**src/rtl/lfsr_pkg.sv**
```systemverilog
// Shared definitions for the LFSR decryptor (and any future matching encryptor).
// Holds the legal tap table, buffer geometry, the ASCII offset, the FSM state
// type and the single-step LFSR function.
// Optional feature macro used by the engine: DECRYPT_PARITY_EN.
package lfsr_pkg;

  localparam int MSG_LEN  = 64;
  localparam int CT_BASE  = 64;
  localparam int PT_BASE  = 0;
  localparam int PRE_CHK  = 9;
  localparam int NUM_PTRN = 9;

  localparam logic [7:0] ASCII_OFFSET = 8'h20;
  localparam logic [3:0] PTRN_NONE    = 4'd15;

  localparam logic [6:0] TAP_TABLE [NUM_PTRN] = '{
    7'h60, 7'h48, 7'h78, 7'h72, 7'h6A, 7'h69, 7'h5C, 7'h7E, 7'h7B
  };

  typedef enum logic [2:0] {IDLE, SEED, SEARCH, DECODE, DONE} dec_state_t;

  // Shift left, feed the parity of the tapped bits into bit 0.
  function automatic logic [6:0] lfsr_step(input logic [6:0] s, input logic [6:0] ptrn);
    return {s[5:0], ^(s & ptrn)};
  endfunction

  // Table lookup that tolerates out-of-range indices (returns all-zero taps).
  function automatic logic [6:0] tap_lookup(input logic [3:0] idx);
    logic [6:0] t;
    t = '0;
    for (int j = 0; j < NUM_PTRN; j++) begin
      if (idx == 4'(j)) t = TAP_TABLE[j];
    end
    return t;
  endfunction

endpackage

```
**src/rtl/lfsr7_step.sv**
```systemverilog
// Combinational 7-bit LFSR next-state.
// Ports:
//   state_i  current 7-bit LFSR state
//   taps_i   7-bit tap pattern
//   next_o   state after one step
module lfsr7_step
  import lfsr_pkg::*;
(
  input  logic [6:0] state_i,
  input  logic [6:0] taps_i,
  output logic [6:0] next_o
);

  assign next_o = lfsr_step(state_i, taps_i);

endmodule

```
**src/rtl/lfsr_decrypt_engine.sv**
```systemverilog
// LFSR decryptor: memory master that reads 64 parity-tagged ciphertext bytes,
// recovers the LFSR seed from the space preamble, identifies which of the 9
// legal tap patterns was used, and writes the decoded ASCII message back.
// Ports:
//   Clk           clock, rising edge
//   Reset         synchronous active-high reset
//   Start         high holds the engine in IDLE; low in IDLE starts a run
//   Ack           high while in DONE
//   MemAddr       data-memory address (asynchronous read)
//   MemRdData     read data for MemAddr
//   MemWrEn       write strobe, commits on the rising edge
//   MemWrData     write data
//   PtrnIdx       matched tap index 0..8, 15 when none matched
//   NoMatch       sticky flag, set when every pattern fails
//   ParityErrCnt  ciphertext parity errors seen while decoding
// Build option: define DECRYPT_PARITY_EN to enable the parity checker;
// otherwise ParityErrCnt is tied to 0.
module lfsr_decrypt_engine
  import lfsr_pkg::*;
(
  input  logic       Clk,
  input  logic       Reset,
  input  logic       Start,
  output logic       Ack,
  output logic [7:0] MemAddr,
  input  logic [7:0] MemRdData,
  output logic       MemWrEn,
  output logic [7:0] MemWrData,
  output logic [3:0] PtrnIdx,
  output logic       NoMatch,
  output logic [6:0] ParityErrCnt
);

  localparam logic [7:0] CT_ADDR = 8'(CT_BASE);
  localparam logic [7:0] PT_ADDR = 8'(PT_BASE);
  localparam logic [3:0] LAST_K  = 4'(PRE_CHK);
  localparam logic [3:0] LAST_P  = 4'(NUM_PTRN - 1);
  localparam logic [5:0] LAST_I  = 6'(MSG_LEN - 1);

  dec_state_t state_q, state_d;
  logic [6:0] seed_q, seed_d;
  logic [6:0] lfsr_q, lfsr_d;
  logic [3:0] p_q, p_d;
  logic [3:0] k_q, k_d;
  logic [5:0] i_q, i_d;
  logic       wrPhase_q, wrPhase_d;
  logic [3:0] ptrnIdx_q, ptrnIdx_d;
  logic       noMatch_q, noMatch_d;
  logic       ack_q, ack_d;
  logic [7:0] memAddr_q, memAddr_d;
  logic       memWrEn_q, memWrEn_d;
  logic [7:0] memWrData_q, memWrData_d;

  logic [6:0] stepTaps;
  logic [6:0] lfsrNext;
  logic       searchHit;
  logic [7:0] decodedByte;

  // During the search the candidate pattern drives the step; once decoding,
  // the matched pattern does.
  assign stepTaps = (state_q == DECODE) ? tap_lookup(ptrnIdx_q) : tap_lookup(p_q);

  lfsr7_step u_step (
    .state_i (lfsr_q),
    .taps_i  (stepTaps),
    .next_o  (lfsrNext)
  );

  // A zero seed locks the LFSR at zero, so no pattern can be identified from
  // it; treat every comparison as a miss so the run ends with NoMatch.
  assign searchHit   = (lfsrNext == MemRdData[6:0]) && (seed_q != 7'd0);
  assign decodedByte = {1'b0, MemRdData[6:0] ^ lfsr_q} + ASCII_OFFSET;

  // Memory outputs are registered: each transition loads the address and
  // strobe for the cycle that follows. In DECODE this gives a read cycle
  // (ciphertext address, data latched) then a write cycle (plaintext address).
  always_comb begin
    state_d     = state_q;
    seed_d      = seed_q;
    lfsr_d      = lfsr_q;
    p_d         = p_q;
    k_d         = k_q;
    i_d         = i_q;
    wrPhase_d   = wrPhase_q;
    ptrnIdx_d   = ptrnIdx_q;
    noMatch_d   = noMatch_q;
    ack_d       = ack_q;
    memAddr_d   = memAddr_q;
    memWrEn_d   = 1'b0;
    memWrData_d = memWrData_q;

    case (state_q)
      IDLE: begin
        memAddr_d = CT_ADDR;
        ack_d     = 1'b0;
        if (!Start) state_d = SEED;
      end

      SEED: begin
        seed_d    = MemRdData[6:0];
        lfsr_d    = MemRdData[6:0];
        p_d       = 4'd0;
        k_d       = 4'd1;
        ptrnIdx_d = PTRN_NONE;
        noMatch_d = 1'b0;
        memAddr_d = CT_ADDR + 8'd1;
        state_d   = SEARCH;
      end

      SEARCH: begin
        if (searchHit) begin
          if (k_q == LAST_K) begin
            ptrnIdx_d = p_q;
            lfsr_d    = seed_q;
            i_d       = 6'd0;
            wrPhase_d = 1'b0;
            memAddr_d = CT_ADDR;
            state_d   = DECODE;
          end else begin
            lfsr_d    = lfsrNext;
            k_d       = k_q + 4'd1;
            memAddr_d = CT_ADDR + {4'b0000, k_q} + 8'd1;
          end
        end else if (p_q != LAST_P) begin
          p_d       = p_q + 4'd1;
          k_d       = 4'd1;
          lfsr_d    = seed_q;
          memAddr_d = CT_ADDR + 8'd1;
        end else begin
          noMatch_d = 1'b1;
          ack_d     = 1'b1;
          memAddr_d = CT_ADDR;
          state_d   = DONE;
        end
      end

      DECODE: begin
        if (!wrPhase_q) begin
          memWrData_d = decodedByte;
          memWrEn_d   = 1'b1;
          memAddr_d   = PT_ADDR + {2'b00, i_q};
          wrPhase_d   = 1'b1;
        end else begin
          lfsr_d    = lfsrNext;
          wrPhase_d = 1'b0;
          if (i_q == LAST_I) begin
            ack_d     = 1'b1;
            memAddr_d = CT_ADDR;
            state_d   = DONE;
          end else begin
            i_d       = i_q + 6'd1;
            memAddr_d = CT_ADDR + {2'b00, i_q} + 8'd1;
          end
        end
      end

      DONE: begin
        ack_d = 1'b1;
        if (Start) begin
          ack_d   = 1'b0;
          state_d = IDLE;
        end
      end

      default: state_d = IDLE;
    endcase
  end

  always_ff @(posedge Clk) begin
    if (Reset) begin
      state_q     <= IDLE;
      seed_q      <= 7'd0;
      lfsr_q      <= 7'd0;
      p_q         <= 4'd0;
      k_q         <= 4'd0;
      i_q         <= 6'd0;
      wrPhase_q   <= 1'b0;
      ptrnIdx_q   <= PTRN_NONE;
      noMatch_q   <= 1'b0;
      ack_q       <= 1'b0;
      memAddr_q   <= 8'd0;
      memWrEn_q   <= 1'b0;
      memWrData_q <= 8'd0;
    end else begin
      state_q     <= state_d;
      seed_q      <= seed_d;
      lfsr_q      <= lfsr_d;
      p_q         <= p_d;
      k_q         <= k_d;
      i_q         <= i_d;
      wrPhase_q   <= wrPhase_d;
      ptrnIdx_q   <= ptrnIdx_d;
      noMatch_q   <= noMatch_d;
      ack_q       <= ack_d;
      memAddr_q   <= memAddr_d;
      memWrEn_q   <= memWrEn_d;
      memWrData_q <= memWrData_d;
    end
  end

`ifdef DECRYPT_PARITY_EN
  logic [6:0] parityErrCnt_q;

  // Bit 7 of each ciphertext byte is the XOR of bits 6:0; count violations on
  // the DECODE read cycles only, saturating rather than wrapping.
  always_ff @(posedge Clk) begin
    if (Reset) begin
      parityErrCnt_q <= 7'd0;
    end else if (state_q == SEED) begin
      parityErrCnt_q <= 7'd0;
    end else if ((state_q == DECODE) && !wrPhase_q &&
                 (MemRdData[7] != ^MemRdData[6:0]) && (parityErrCnt_q != 7'd127)) begin
      parityErrCnt_q <= parityErrCnt_q + 7'd1;
    end
  end

  assign ParityErrCnt = parityErrCnt_q;
`else
  logic unusedRdMsb;
  assign unusedRdMsb  = MemRdData[7];
  assign ParityErrCnt = 7'd0;
`endif

  assign Ack       = ack_q;
  assign MemAddr   = memAddr_q;
  assign MemWrEn   = memWrEn_q;
  assign MemWrData = memWrData_q;
  assign PtrnIdx   = ptrnIdx_q;
  assign NoMatch   = noMatch_q;

endmodule

```
**config.mk**
```make
export PLATFORM = sky130hd
export DESIGN_NAME = lfsr_decrypt_engine
export DESIGN_NICKNAME = d
export VERILOG_FILES = /design/src/rtl/lfsr_pkg.sv /design/src/rtl/lfsr7_step.sv /design/src/rtl/lfsr_decrypt_engine.sv
export SDC_FILE = /design/constraint.sdc
export NUM_CORES = 1
export LEC_CHECK = 0
export ABC_AREA = 0
export CAP_MARGIN = 20
export CORE_MARGIN = 3
export CORE_UTILIZATION = 40
export DETAILED_ROUTE_END_ITERATION = 10
export GPL_TIMING_DRIVEN = 0
export PLACE_DENSITY = 0.57
export SYNTH_ARGS = -nofsm -noshare
export SYNTH_HDL_FRONTEND = slang
export SYNTH_SLANG_ARGS = --single-unit
```
**constraint.sdc**
```tcl
create_clock -name Clk -period 3.45 [get_ports Clk]
set_input_delay 0.69 -clock Clk [delete_from_list [all_inputs] [get_ports Clk]]
set_output_delay 0.69 -clock Clk [all_outputs]
set_load 0.02 [all_outputs]
```
==> summary.txt <==
status -> finished, final reports clean
min-delay worst type -> flip-flop to flip-flop
EDFF count, synth -> 0
# H-tree levels -> 2
hold depth -> 2
sequential share of the synthesized area -> 32.9%
crit path max fanout -> 7
P_leak -> 1.48 nW
synth-to-layout area growth -> 20.2%
Final period util -> 94.5%
required time worst endpoint -> 3.70 ns
Global Route Usage Sum -> 18.5%
Placed Cells -> 550
Max Clock Skew -> 0.0101 ns
worst hold margin -> 0.497 ns
WL/cell -> 16.1 um
final net count -> 481
Die Height -> 97.4 um
CP Buf/Inv Count -> 1
FP Rows -> 32
Synth Warn # -> 0
CTS tree -> yes
diode count -> 0
hold buffer count at cts -> 0
Final Setup Violations -> 0
I/O pin total -> 41
Worst Reg-to-Reg Cells -> 12
Crit path max-delay family -> simple AND/OR/NAND/NOR gates
worst-skew pair later-pin latency -> 0.32 ns
Synth Flop Type -> dfxtp_1
Initial Utilization -> 42.2%
CTS Sinks -> 55
largest cells by area after synthesis -> dfxtp_1 33%, a21oi_1 5.7%, nor2_1 5.4%, nand2_1 3.8%, xnor2_1 3.7%
IO Port Bufs -> 31
Synth Register Bits -> 55
Final WS setup -> 0.188 ns
Util after Layout -> 50.7%
first-pass GRT wire length -> 14500 um
First-pass DRT Iterations -> 5
CTS buffer count -> 5
Synth Cell Area -> 3340 um^2
antenna-violating nets left -> 0
RSZ-0062 raised after global routing -> no
die width -> 97.4 um
fraction of layout cells with a size suffix above 1 -> 12.1%
vias in the first global route -> 2803
Mapped Cells -> 411
CP Cell Sequence -> inv_1, ha_4, nand3b_1, nand2_2, a31o_1, a32o_1, xnor2_2, xor3_2, o2111ai_2, nand2_2, or4_4, a21oi_2
initial antenna violation count -> 0
Yosys cell types -> 63
RePlAce Congestion -> 0.903
setup_tns -> 0 ns
pwr dens -> 467 nW/um^2
asr flop ratio synth -> 0%
via count -> 3161
Crit path top cell by count -> nand2_2
Final Non-Filler Cells -> 565
CTS Buffer Depth -> 2
Critical-path top delay cell -> xor3_2
Tot Pwr -> 1.88 mW
Max Fclk -> 307 MHz
critical path depth -> 12
Slew @ Worst Pin -> 0.929 ns
Min Clock Period, post-route -> 3.26 ns
Final Max Tran Viols -> 0
count of final hold-check violations -> 0
post-route design area -> 4020 um^2
max incr delay on CP -> 0.55 ns
Post-DP HPWL -> 6720 um
full die area -> 9490 um^2
CTS clk-pin slew, worst paths -> 0.11 ns
largest net degree at the start of global routing -> 20
Post-Route WL -> 9100 um
cell taking the most area after synthesis -> dfxtp_1
Slew HR -> 37.9%
Placed Area -> 3800 um^2
drt drc -> 0
Clk Tree Root Cell -> clkbuf_8
area share of the largest cell type after synthesis -> 32.9%
Worst Path Arrival -> 3.51 ns
Setup Slack @ Placement -> -0.267 ns
gr ovfl total -> 0
Vias/cell -> 5.59
Mean Syn Cell Area -> 8.14 um^2
CP Launch Type -> flip-flop
critical path class -> flip-flop to flip-flop
crit end category -> flip-flop
Max VDD drop -> 304 uV
total of max-cap violations -> 0
core area -> 7930 um^2
DRC marker count from the first detailed-route iteration -> 164
## cell usage after synthesis, drive strengths merged, types with 3 or more instances
| cell | n |
|---|---|
| o21ai | 23 |
| a21oi | 39 |
| buf | 16 |
| nand2 | 34 |
| nor3 | 17 |
| o221ai | 3 |
| o211ai | 3 |
| nor2b | 8 |
| a22oi | 4 |
| inv | 13 |
| nand2b | 8 |
| xnor2 | 16 |
| mux2i | 11 |
| and3 | 3 |
| ha | 8 |
| o22a | 4 |
| nor2 | 48 |
| a211o | 6 |
| xor2 | 6 |
| nand3 | 6 |
| nor4 | 4 |
| a31oi | 5 |
| dfxtp | 55 |
| o2bb2ai | 3 |
| clkbuf | 16 |
| a211oi | 8 |
| o21a | 4 |
## metal layers
| layer | up-vias | GRT usage, % | routed length [um] |
|---|---|---|---|
| li1 | 1573 | - | - |
| met1 | 1509 | 27.4 | 4590 |
| met2 | 74 | 29.0 | 4140 |
| met3 | 5 | 2.66 | 328 |
| met4 | 0 | 2.98 | 44 |
| met5 | - | 0 | 0 |
## final cells by class
cell class / count / area, um^2
Fill cell: 786 / 3910
Multi-Input combinational cell: 317 / 2110
Sequential cell: 55 / 1110
Timing Repair Buffer: 38 / 363
Buffer: 32 / 171
Tap cell: 102 / 128
Clock buffer: 5 / 68.8
Inverter: 13 / 48.8
Clock inverter: 3 / 28.8
## layout by cell type, fill, tap and decap left out, drive strengths merged, types with 5 or more instances in the layout
cell / n
a21oi: 39
a211o: 6
xor2: 6
inv: 14
nand2b: 8
nand2: 34
buf: 23
a31oi: 5
a211oi: 8
xnor2: 16
conb: 7
nand3: 6
clkdlybuf4s50: 31
nor3: 17
o21ai: 23
ha: 8
nor2: 48
mux2i: 11
clkbuf: 21
nor2b: 8
dfxtp: 55
## sequential cells by signal, summed over array words and instances, names as in the netlist, 3 cells and up
| name | cells |
|---|---|
| MemWrData | 8 |
| k_q | 4 |
| state_q | 3 |
| lfsr_q | 7 |
| MemAddr | 8 |
| p_q | 4 |
| i_q | 6 |
| seed_q | 7 |
| PtrnIdx | 4 |
## path summary, 6_finish.rpt
kind	startpoint	endpoint	slack, ns
worst max-delay path	p_q[0]	lfsr_q[0]	0.19
worst min-delay path	MemAddr[5]	MemAddr[5]	0.50
worst max register to register	p_q[0]	lfsr_q[0]	0.19
worst min register to register	MemAddr[5]	MemAddr[5]	0.50
## repair_timing
action	4_1_cts	5_1_grt
buffers inserted	5	2
setup endpoints to repair	21	28
gates cloned	0	0
pin swaps	3	5
gates resized for setup	9	11
## worst register-to-register path, stage by stage, from the launching register on
cell,delay [ns]
dfxtp_4,0.39
inv_1,0.09
ha_4,0.20
nand3b_1,0.12
nand2_2,0.10
a31o_1,0.22
a32o_1,0.28
xnor2_2,0.21
xor3_2,0.55
o2111ai_2,0.23
nand2_2,0.13
or4_4,0.55
a21oi_2,0.14
## logic make-up (layout without fill, tap and decap cells)
family,count (synthesis),in the layout,synth area share (%)
AOI/OAI and AO/OA,123,123,25.4
xor gates and xnor gates,25,25,8.31
adders and majority gates,8,8,2.99
buffers and inverters,45,91,6.47
DFF,55,55,32.9
muxes,11,11,3.29
other,1,7,0.112
and+or+nand+nor,143,143,20.5
## report_power, final
group          total (mW)  internal, mW  leakage, nW  switching [mW]
combinational       0.715         0.300        0.985           0.415
clock               0.388         0.151       0.0502           0.237
sequential          0.775         0.699        0.447          0.0764
No activity file was read; power rests on OpenSTA's default activity.
